<file path="src/rtl/mips_run_ctrl_if.sv">
// rtl/mips_run_ctrl_if.sv - core-side and status signals of the MIPS run controller
interface mips_run_ctrl_if #(
    parameter int PC_W  = 32,
    parameter int CNT_W = 32
);
    logic             halt_req;
    logic [PC_W-1:0]  pc;
    logic             pc_valid;
    logic             cpu_reset;
    logic             cpu_en;
    logic [1:0]       state;
    logic [CNT_W-1:0] cycle_count;
    logic             done;
    logic             timeout;

    modport master (
        output halt_req, pc, pc_valid,
        input  cpu_reset, cpu_en, state, cycle_count, done, timeout
    );

    modport slave (
        input  halt_req, pc, pc_valid,
        output cpu_reset, cpu_en, state, cycle_count, done, timeout
    );
endinterface

</file>
<file path="src/rtl/mips_run_ctrl.sv">
// rtl/mips_run_ctrl.sv - reset stretcher and run monitor (halt, self-loop, timeout) for the MIPS core
module mips_run_ctrl #(
    parameter int RESET_CYCLES = 4,
    parameter int MAX_CYCLES   = 100000,
    parameter int HALT_REPEAT  = 3,
    parameter int CNT_W        = 32,
    parameter int PC_W         = 32
) (
    input  logic            clk,
    input  logic            reset,
    mips_run_ctrl_if.slave  bus
);
    localparam int HW = (RESET_CYCLES < 1) ? 1 : $clog2(RESET_CYCLES + 1);
    localparam int SW = (HALT_REPEAT < 2) ? 1 : $clog2(HALT_REPEAT + 1);
    localparam logic [HW-1:0]    HOLD_TGT   = HW'(RESET_CYCLES);
    localparam logic [SW-1:0]    SAME_TGT   = SW'(HALT_REPEAT - 1);
    localparam logic [CNT_W-1:0] BUDGET_TGT = CNT_W'(MAX_CYCLES - 1);

    typedef enum logic [1:0] {
        S_HOLD    = 2'd0,
        S_RUN     = 2'd1,
        S_DONE    = 2'd2,
        S_TIMEOUT = 2'd3
    } state_t;

    state_t           st;
    logic             cpu_reset_q;
    logic             cpu_en_q;
    logic [CNT_W-1:0] cycle_count_q;
    logic             done_q;
    logic             timeout_q;
    logic [HW-1:0]    hold_cnt;
    logic [SW-1:0]    same_cnt;
    logic             last_valid;
    logic [PC_W-1:0]  last_pc;

    logic pc_same;
    logic halt_hit;
    logic budget_hit;

    // A stalled cycle (pc_valid=0) neither breaks nor advances a self-loop run.
    assign pc_same    = bus.pc_valid && last_valid && (bus.pc == last_pc);
    assign halt_hit   = bus.halt_req || (pc_same && (same_cnt == SAME_TGT));
    assign budget_hit = (cycle_count_q == BUDGET_TGT);

    always_ff @(posedge clk) begin
        if (reset) begin
            st            <= S_HOLD;
            cpu_reset_q   <= 1'b1;
            cpu_en_q      <= 1'b0;
            cycle_count_q <= '0;
            done_q        <= 1'b0;
            timeout_q     <= 1'b0;
            hold_cnt      <= '0;
            same_cnt      <= '0;
            last_valid    <= 1'b0;
            last_pc       <= '0;
        end else begin
            case (st)
                S_HOLD: begin
                    if (hold_cnt == HOLD_TGT) begin
                        st          <= S_RUN;
                        cpu_reset_q <= 1'b0;
                        cpu_en_q    <= 1'b1;
                    end else begin
                        hold_cnt <= hold_cnt + HW'(1);
                    end
                end
                S_RUN: begin
                    cycle_count_q <= cycle_count_q + CNT_W'(1);
                    if (bus.pc_valid) begin
                        same_cnt   <= pc_same ? same_cnt + SW'(1) : '0;
                        last_pc    <= bus.pc;
                        last_valid <= 1'b1;
                    end
                    // Halt has priority over an expiring budget in the same cycle.
                    if (halt_hit) begin
                        st       <= S_DONE;
                        done_q   <= 1'b1;
                        cpu_en_q <= 1'b0;
                    end else if (budget_hit) begin
                        st        <= S_TIMEOUT;
                        timeout_q <= 1'b1;
                        cpu_en_q  <= 1'b0;
                    end
                end
                default: begin
                end
            endcase
        end
    end

    assign bus.cpu_reset   = cpu_reset_q;
    assign bus.cpu_en      = cpu_en_q;
    assign bus.state       = st;
    assign bus.cycle_count = cycle_count_q;
    assign bus.done        = done_q;
    assign bus.timeout     = timeout_q;
endmodule

</file>
<file path="src/flat_wrapper.sv">
// flat-port wrapper written by rule: the top's interface ports become plain ports
module mips_run_ctrl_flat 
#(
    parameter int RESET_CYCLES = 4,
    parameter int MAX_CYCLES   = 100000,
    parameter int HALT_REPEAT  = 3,
    parameter int CNT_W        = 32,
    parameter int PC_W         = 32
)
  (clk, reset, bus_halt_req, bus_pc, bus_pc_valid, bus_cpu_reset, bus_cpu_en, bus_state, bus_cycle_count, bus_done, bus_timeout);
  mips_run_ctrl_if #(.PC_W(PC_W), .CNT_W(CNT_W)) bus_i ();
  input  logic clk;
  input  logic reset;
  input wire logic [$bits(bus_i.halt_req)-1:0] bus_halt_req;
  input wire logic [$bits(bus_i.pc)-1:0] bus_pc;
  input wire logic [$bits(bus_i.pc_valid)-1:0] bus_pc_valid;
  output wire logic [$bits(bus_i.cpu_reset)-1:0] bus_cpu_reset;
  output wire logic [$bits(bus_i.cpu_en)-1:0] bus_cpu_en;
  output wire logic [$bits(bus_i.state)-1:0] bus_state;
  output wire logic [$bits(bus_i.cycle_count)-1:0] bus_cycle_count;
  output wire logic [$bits(bus_i.done)-1:0] bus_done;
  output wire logic [$bits(bus_i.timeout)-1:0] bus_timeout;
  assign bus_i.halt_req = bus_halt_req;
  assign bus_i.pc = bus_pc;
  assign bus_i.pc_valid = bus_pc_valid;
  assign bus_cpu_reset = bus_i.cpu_reset;
  assign bus_cpu_en = bus_i.cpu_en;
  assign bus_state = bus_i.state;
  assign bus_cycle_count = bus_i.cycle_count;
  assign bus_done = bus_i.done;
  assign bus_timeout = bus_i.timeout;
  mips_run_ctrl #(.RESET_CYCLES(RESET_CYCLES), .MAX_CYCLES(MAX_CYCLES), .HALT_REPEAT(HALT_REPEAT), .CNT_W(CNT_W), .PC_W(PC_W)) u_core (.clk(clk), .reset(reset), .bus(bus_i));
endmodule
</file>
<file path="config.mk">
export PLATFORM = sky130hd
export DESIGN_NAME = mips_run_ctrl_flat
export DESIGN_NICKNAME = d
export VERILOG_FILES = /design/src/rtl/mips_run_ctrl_if.sv /design/src/rtl/mips_run_ctrl.sv /design/src/flat_wrapper.sv
export SDC_FILE = /design/constraint.sdc
export NUM_CORES = 1
export LEC_CHECK = 0
export CORE_MARGIN = 10
export CORE_UTILIZATION = 46
export DETAILED_ROUTE_END_ITERATION = 8
export GPL_ROUTABILITY_DRIVEN = 0
export GPL_TIMING_DRIVEN = 0
export PLACE_DENSITY = 0.87
export SLEW_MARGIN = 5
export SYNTH_ARGS = -nofsm -noshare
export SYNTH_HDL_FRONTEND = slang
export SYNTH_SLANG_ARGS = --single-unit
</file>
<file path="constraint.sdc">
create_clock -name clk -period 2.15 [get_ports clk]
set_clock_uncertainty 0.05 [all_clocks]
set_input_delay 0.43 -clock clk [delete_from_list [all_inputs] [get_ports clk]]
set_output_delay 0.43 -clock clk [all_outputs]
set_load 0.02 [all_outputs]
</file>
# Word-level counts from Yosys, hierarchy flattened
# Index checks and enable logic that the tools add are counted.
[op_classes] add_sub_neg=3 div_mod_pow=0 n_mul=0 n_lt_le_gt_ge=0 shift=0 reduce_logical=12 n_eq_ne=7 n_mux=9 n_bitwise=2
[ops] cell="32-bit by 1-bit adder with 32-bit output, second input constant" count=1
[ops] cell="32-bit by 17-bit equality test with 1-bit output, second input constant" count=1
[ops] cell="32-bit equality test" count=1
[ops] cell="2-bit two-way mux" count=4
[ops] cell="2-bit AND reduction" count=4
[ops] cell="3-bit AND reduction" count=2
[ops] cell="2-bit case mux with 2 select lines" count=1
[ops] cell="3-bit by 1-bit adder with 3-bit output, second input constant" count=1
[ops] cell="3-bit equality test, second input constant" count=1
[ops] cell="1-bit logical AND" count=3
[ops] cell="1-bit two-way mux" count=3
[ops] cell="3-bit by 1-bit inequality test with 1-bit output, second input constant" count=1
[ops] cell="2-bit by 1-bit adder with 2-bit output, second input constant" count=1
[ops] cell="2-bit by 1-bit equality test with 1-bit output, second input constant" count=1
[ops] cell="2-bit equality test, second input constant" count=1
[ops] cell="2-bit zero test" count=1
[ops] cell="2-bit by 1-bit inequality test with 1-bit output, second input constant" count=1
[ops] cell="1-bit NOT" count=2
[ops] cell="1-bit case mux with 2 select lines" count=1
[ops] cell="2-bit nonzero test" count=1
[ops] cell="1-bit logical OR" count=1
[word_totals] register_bits=76 inputBits=36 wordCells=43 latch_bits=0 romBits=0 ramBits=0 out_inout_bits=38 mem_count=0

# Logic depth before layout (Yosys ltp)
# Gate-level depths: netlist (run 1).
[logic_depth] ltp_word=6 ltp_mapped=8 depth_no_buf=7

# Worst setup path before layout (run 1)
# OpenSTA, ideal clock, no wires.
[synth_path] path_kind="register -> register" start="register u_core.st[0], in the netlist u_core.bus.state[0]" end="register u_core.cycle_count_q[29], in the netlist u_core.bus.cycle_count[29]" t_required_ns=2.030 path_buffers=2 setup_ns=0.070 stages_incl_launch_ff=8 synth_period_minus_slack_ns=2.196 t_arrival_ns=2.076 path_slack_ns=-0.046 cell_sequence="dfxtp_1 -> and4b_1 -> buf_6 -> nand4_4 -> or4_1 -> buf_2 -> or3_1 -> a21oi_1"
[synth_between] elab_chain_len=1
[synth_rtl] element="from (decl)" line_no="mips_run_ctrl.sv:26" text="state_t st;"
[synth_rtl] element="from (signal assigned)" line_no="mips_run_ctrl.sv:48" text="st <= S_HOLD;"
[synth_rtl] element="from (signal assigned)" line_no="mips_run_ctrl.sv:62" text="st <= S_RUN;"
[synth_rtl] element="from (signal assigned)" line_no="mips_run_ctrl.sv:78" text="st <= S_DONE;"
[synth_rtl] element="2-bit by 1-bit equality test with 1-bit output" line_no="mips_run_ctrl.sv:59" text="case (st)"
[synth_rtl] element="to (signal assigned)" line_no="mips_run_ctrl.sv:70" text="cycle_count_q <= cycle_count_q + CNT_W'(1);"
[synth_rtl] element="to (decl)" line_no="mips_run_ctrl.sv:29" text="logic [CNT_W-1:0] cycle_count_q;"
# No other way between the ends.
# A chain may end at the register's enable or synchronous reset.

# Worst setup path after layout (run 1)
[layout_path] start="input port bus_pc[22]" end="register u_core.same_cnt[1]"
[layout_between] elab_chain_len=3
[layout_rtl] element="from (decl)" line_no="flat_wrapper.sv:15" text="input wire logic [$bits(bus_i.pc)-1:0] bus_pc;"
[layout_rtl] element="32-bit equality test" line_no="mips_run_ctrl.sv:42" text="assign pc_same = bus.pc_valid && last_valid && (bus.pc == last_pc);"
[layout_rtl] element="1-bit logical AND" line_no="mips_run_ctrl.sv:42"
[layout_rtl] element="2-bit two-way mux" line_no="mips_run_ctrl.sv:72" text="same_cnt <= pc_same ? same_cnt + SW'(1) : '0;"
[layout_rtl] element="to (signal assigned)" line_no="mips_run_ctrl.sv:72"
[layout_rtl] element="to (decl)" line_no="mips_run_ctrl.sv:33" text="logic [SW-1:0] same_cnt;"
# No other way between the ends.

==> impl_metrics.yaml, run 1 <==
critical_path:
  crit_path_end_kind: "flop"
  critPathMaxFanout: 2
  start_kind: "primary input"
  critPathMaxStageDelay_ps: 520
  crit_path_top_delay_cell: "clkdlybuf4s50_1"
  worst_ep_required_time_ps: 2370
  r2r_cells: 6
  cp-startpoint: "bus_pc[22]"
  arrival_ps: 2320
  cp_cell_sequence: "clkdlybuf4s50_1 -> xnor2_1 -> nand3_2 -> nor4_4 -> nand2_1 -> or4_4 -> a21oi_2"
  cp.depth: 7
  critPathTopFamily: "simple AND/OR/NAND/NOR gates"
  criticalPathCategory: "primary input to flop"
  reg2reg_setup_slack_ps: 110
  cp-endpoint: "u_core.same_cnt[1]$_SDFFE_PP0P_"
  crit_buf_inv: 1
  r2r_start: "u_core.bus.state[1]$_SDFFE_PP0P_"
  rr_endpoint: "u_core.bus.cycle_count[30]$_SDFFE_PP0P_"
grt:
  grt_overflow_total: 0
  track_usage_pct: 16.8
  antenna_found_initial: 0
  grt_max_degree: 14
  grt_pass1_wl_um: 15900
  grt_pass1_vias: 3209
final_layout:
  nets: 566
  design_area_um2: 4850
  fillCellCount: 547
  instances_no_fill: 630
  final_cell_mix: "nand2_1 (83), dfxtp_1 (61), clkdlybuf4s50_1 (55), nor2_1 (45), a21oi_1 (44)"
  drive_gt1_share_pct: 14.3
  n_antenna_cell: 0
  final_common_cell: "nand2_1"
  area_growth_pct: 38.6
timing:
  hold_viol_final: 0
  fin_crit_sh_pct: 97.8
  rsz0062_at_grt: "yes"
  maxSlewHeadroom_pct: 52.2
  finalSetupTns_ps: 0
  fin_hold_ws_ps: 339
  maxSlewViolCount: 0
  finalCriticalPeriod_ps: 2100
  final-setup-viol-count: 0
  fmax_mhz: 476
  tightest_slew_ps: 713
cts:
  cts_tree: "built"
  path_clk_slew_ps: 80
  clk_path_buf_depth: 2
  cts_root_buffer: "clkbuf_8"
  cts_made_buffers: 9
  insertion_delay_ps: 350
  cts_hold_buf: 0
  cts_sinks: 76
  htreeDepth: 3
pwr:
  finalPower_mw: 3.67
  vdd_drop_max_v: 0.000518
  leakagePower_nw: 1.73
  powerDensity_nw_per_um2: 756
min_path:
  hold_class: "primary input to flop"
yosys:
  yosys_register_bits: 76
  yosys_warnings: 0
  synth_top_family_by_area: "simple AND/OR/NAND/NOR gates"
  avgSynthCellArea_um2: 8.10
  syn_area_um2: 3500
  synth-adder-area-share_pct: 1.43
  synth_xor_area_share_pct: 13.0
  ys_types: 41
  synth_compound_area_share_pct: 10.9
  yosys-mux-area-fraction_pct: 0.286
  syn_inst: 432
  ys_seq_area_share_pct: 43.5
  yosys.area_share.simple_pct: 27.1
  syn-num-nets: 472
die:
  initial_utilization_pct: 47.8
  pin_count: 74
  die_w_um: 107
  dieHeight_um: 107
  die_area_um2: 11500
  fp.coreArea_um2: 7330
  num_rows: 31
placed_design:
  dp_cells: 604
  dpl_cell_area_um2: 4360
  dp_hpwl_um: 6980
  io_buffers: 73
routing:
  routed_wl_um: 9970
  antenna_left: 0
  drt_first_iter_violations: 237
  wl_per_cell_um: 15.8
  vias: 3386
  drt-pass1-iter-count: 5
  vias_per_cell: 5.37
  drc_errors: 0
status:
  status: "finished, final reports clean"
flow_run:
  max_cap_violations: 0
## routing by layer
metal  global-route usage, %  wire length [um]
met4                    6.00               170
met5                       0                 0
met2                    28.0              4970
met3                    4.67               682
met1                    20.3              4140
## repair_timing
item                       4_1_cts  5_1_grt
setup endpoints to repair        8       41
resized for setup               38       33
pin swaps                       14       12
buffers inserted                 8        3
## final cells by class
class                   instances  area, um^2  area share [%]
inverters                      15        56.3            1.16
repair buffers                 84         810            16.7
clock inverters                 6         111            2.30
flip-flops and latches         76        1560            32.1
clock buffers                  10         138            2.84
well taps                      99         124            2.55
plain buffers                  17        75.1            1.55
multi-input cells             323        1980            40.8
## synthesized netlist by cell type
cell        n  share of area [%]
nor4b_1     1               0.25
a21oi_1    47                6.7
mux2i_1     1               0.29
o221a_2     1               0.32
a211oi_1    2               0.43
nor3_1      5               0.71
nand3_1    11                1.6
nor2_1     46                4.9
clkbuf_1   15                1.6
xnor2_1    38                9.5
dfxtp_1    76                 43
a41oi_1     1               0.25
o21ai_0    10                1.4
buf_2       1               0.14
a211o_1     1               0.25
nand2_1    84                9.0
nand2b_1    1               0.18
a222oi_1    1               0.29
and2_1      3               0.54
buf_6       1               0.32
and3_1      5               0.89
or4_1       4               0.86
and4_2      1               0.29
or3_1       9                1.6
buf_1       1               0.11
and4b_1     1               0.29
nand4_1    10                1.8
a41o_1      1               0.29
a2111oi_0   1               0.25
xor2_1     14                3.5
ha_1        4                1.4
nand4_4     2                1.2
or2_2       1               0.18
and4_1      2               0.50
nor4_1      6                1.1
nor2b_1     5               0.89
a221oi_1    1               0.25
a21o_1      1               0.21
a31o_1      1               0.25
or4_4       1               0.32
inv_1      15                1.6
## kinds of logic after synthesis
logic type,after synthesis
and+or+nand+nor,198
adders and majority gates,4
DFF,76
buffers and inverters,33
xor gates and xnor gates,52
AOI/OAI and AO/OA,68
muxes,1
## report_power, final
| part | switching, mW | internal, mW |
|---|---|---|
| Clock | 0.533 | 0.803 |
| Combinational | 0.353 | 0.312 |
| Sequential | 0.117 | 1.55 |
| Total | 1.00 | 2.66 |
## metrics by stage
stage | utilization (%) | worst slack (ps)
after detailed placement | 59.5 | -713
final | 66.2 | 47.4
after global routing | 66.2 | -12.8
after global placement | 59.5 | -719
after floorplan | - | 0.541
after CTS | 64.8 | 6.13
## flip-flops by register name, summed over array words and instances, names as in the netlist
signal and cells:
u_core.bus.cycle_count 32, u_core.last_pc 32, u_core.hold_cnt 3, u_core.bus.state 2, u_core.same_cnt 2, u_core.bus.cpu_en 1
u_core.bus.cpu_reset 1, u_core.bus.done 1, u_core.bus.timeout 1, u_core.last_valid 1
## worst min path at each step
stage | start | cells past startpoint | end | slack [ps]
2_1_floorplan | u_core.last_valid$_SDFFE_PP0P_ | 2 | u_core.last_valid$_SDFFE_PP0P_ | 380
3_3_place_gp | u_core.last_pc[10]$_SDFFE_PP0P_ | 2 | u_core.last_pc[10]$_SDFFE_PP0P_ | 390
3_5_place_dp | u_core.last_pc[13]$_SDFFE_PP0P_ | 2 | u_core.last_pc[13]$_SDFFE_PP0P_ | 410
4_1_cts | u_core.last_pc[13]$_SDFFE_PP0P_ | 2 | u_core.last_pc[13]$_SDFFE_PP0P_ | 420
5_1_grt | bus_pc[1] | 3 | u_core.last_pc[1]$_SDFFE_PP0P_ | 350
6_report | bus_pc[1] | 3 | u_core.last_pc[1]$_SDFFE_PP0P_ | 340
## worst reg2reg max path, stage by stage (launching register included)
cell and delay [ps]:
dfxtp_4 370, and4b_1 260, buf_6 130, nand4_4 110, or4_4 580, or3_1 320
a21oi_1 140
Note: power is estimated with default switching activity, not from simulation.
==> run 2, diff against run 1 <==
- CORE_UTILIZATION: 46 -> 35
- PLACE_DENSITY: 0.87 -> 0.72
==> impl_metrics.yaml, run 2 (same netlist as run 1, synthesis figures left out) <==
final_layout:
  n_antenna_cell: 0
  drive_gt1_share_pct: 12.7
  seq_area_um2: 1550
  area_growth_pct: 38.5
  design_area_um2: 4850
  nets: 561
  multiInputGateArea_um2: 1970
  fillCellCount: 921
  final_common_cell: "nand2_1"
  final_cell_mix: "nand2_1 (83), dfxtp_1 (63), clkdlybuf4s50_1 (46), a21oi_1 (45), nor2_1 (45)"
  instances_no_fill: 659
die:
  num_rows: 36
  die_area_um2: 14400
  initial_utilization_pct: 35.8
  fp.coreArea_um2: 9770
  dieHeight_um: 120
  pin_count: 74
  die_w_um: 120
critical_path:
  start_kind: "flop"
  crit_path_end_kind: "flop"
  criticalPathCategory: "flop to flop"
  arrival_ps: 2300
  worst_ep_required_time_ps: 2380
  critPathMaxFanout: 7
placed_design:
  dp_cells: 638
  dpl_cell_area_um2: 4410
  dpl_worst_slack_ps: -787
  io_buffers: 73
  dp_hpwl_um: 7100
grt:
  grt_pass1_wl_um: 16000
  grt_max_degree: 15
  antenna_found_initial: 0
  track_usage_pct: 13.4
  grt_pass1_vias: 3195
  grt_overflow_total: 0
cts:
  cts_hold_buf: 0
  cts_sinks: 76
  cts_made_buffers: 9
  insertion_delay_ps: 350
  cts_root_buffer: "clkbuf_8"
  clk_path_buf_depth: 2
  path_clk_slew_ps: 90
  htreeDepth: 3
  cts_tree: "built"
timing:
  maxSlewViolCount: 0
  finalCriticalPeriod_ps: 2070
  hold_viol_final: 0
  rsz0062_at_grt: "yes"
  fin_hold_ws_ps: 325
  tightest_slew_ps: 686
  fin_crit_sh_pct: 96.3
  fmax_mhz: 483
  maxSlewHeadroom_pct: 54.0
  final-setup-viol-count: 0
  fin_ws_ps: 79.8
routing:
  vias_per_cell: 4.87
  drt_first_iter_violations: 172
  routed_wl_um: 9640
  wl_per_cell_um: 14.6
  antenna_left: 0
  drc_errors: 0
  vias: 3210
  drt-pass1-iter-count: 4
min_path:
  hold_class: "primary input to flop"
status:
  status: "finished, final reports clean"
flow_run:
  max_cap_violations: 0
pwr:
  powerDensity_nw_per_um2: 730
  finalPower_mw: 3.54
  vdd_drop_max_v: 0.000433
  leakagePower_nw: 1.82
==> run 2: layout make-up <==
class	instances	share of cell area (%)
Sequential cell	76	31.9
Buffer	17	1.55
Multi-Input combinational cell	323	40.7
Clock buffer	9	2.55
Timing Repair Buffer	79	16.7
Inverter	15	1.16
Tap cell	133	3.43
Clock inverter	7	2.04
==> run 2: timing repair <==
item | CTS | global route
resized for setup | 27 | 44
pin swaps | 9 | 12
setup buffers | 3 | 3
endpoints found under the setup margin | 9 | 41
==> run 2: routing by layer <==
| metal | part of all wire (%) | wire length [um] | track usage [%] | vias to the layer above |
|---|---|---|---|---|
| li1 | - | - | - | 1630 |
| met3 | 4.9 | 473 | 3.42 | 13 |
| met1 | 44 | 4270 | 16.7 | 1491 |
| met2 | 49 | 4740 | 22.0 | 76 |
| met4 | 1.6 | 159 | 4.30 | 0 |
| met5 | 0 | 0 | 0 | - |
==> run 2: report_power, final <==
part	internal (mW)	switching [mW]
Sequential	1.55	0.114
Clock	0.662	0.557
Combinational	0.317	0.345
Total	2.53	1.02
==> run 2: path summary, 6_finish.rpt <==
check / from / end / slack [ps] / cells past startpoint
worst min-delay path: bus_pc[23] / u_core.last_pc[23]$_SDFFE_PP0P_ / 330 / 3
worst max register to register: u_core.bus.state[1]$_SDFFE_PP0P_ / u_core.bus.cycle_count[30]$_SDFFE_PP0P_ / 80 / 6
worst min register to register: u_core.last_pc[10]$_SDFFE_PP0P_ / u_core.last_pc[10]$_SDFFE_PP0P_ / 410 / 2
worst max-delay path: u_core.bus.state[1]$_SDFFE_PP0P_ / u_core.bus.cycle_count[30]$_SDFFE_PP0P_ / 80 / 6
==> run 2: metrics by stage <==
| step | util (%) | TNS (ps) |
|---|---|---|
| after global routing | 49.6 | -41.5 |
| after CTS | 48.1 | 0 |
| after global placement | 45.1 | -3210 |
| after detailed placement | 45.1 | -4290 |
| final | 49.6 | 0 |
| after floorplan | - | 0 |
==> run 2: worst max-delay path, stage by stage (launching register included) <==
cell     delay, ps
dfxtp_4        370
and4b_1        260
buf_6          130
nand4_4        150
or4_4          600
or3_4          350
a21oi_2        110
==> run 3, diff against run 2 <==
- CAP_MARGIN: default -> 20
==> results of run 3 <==
The final DEF is identical to that of run 2; final timing and power are the same.
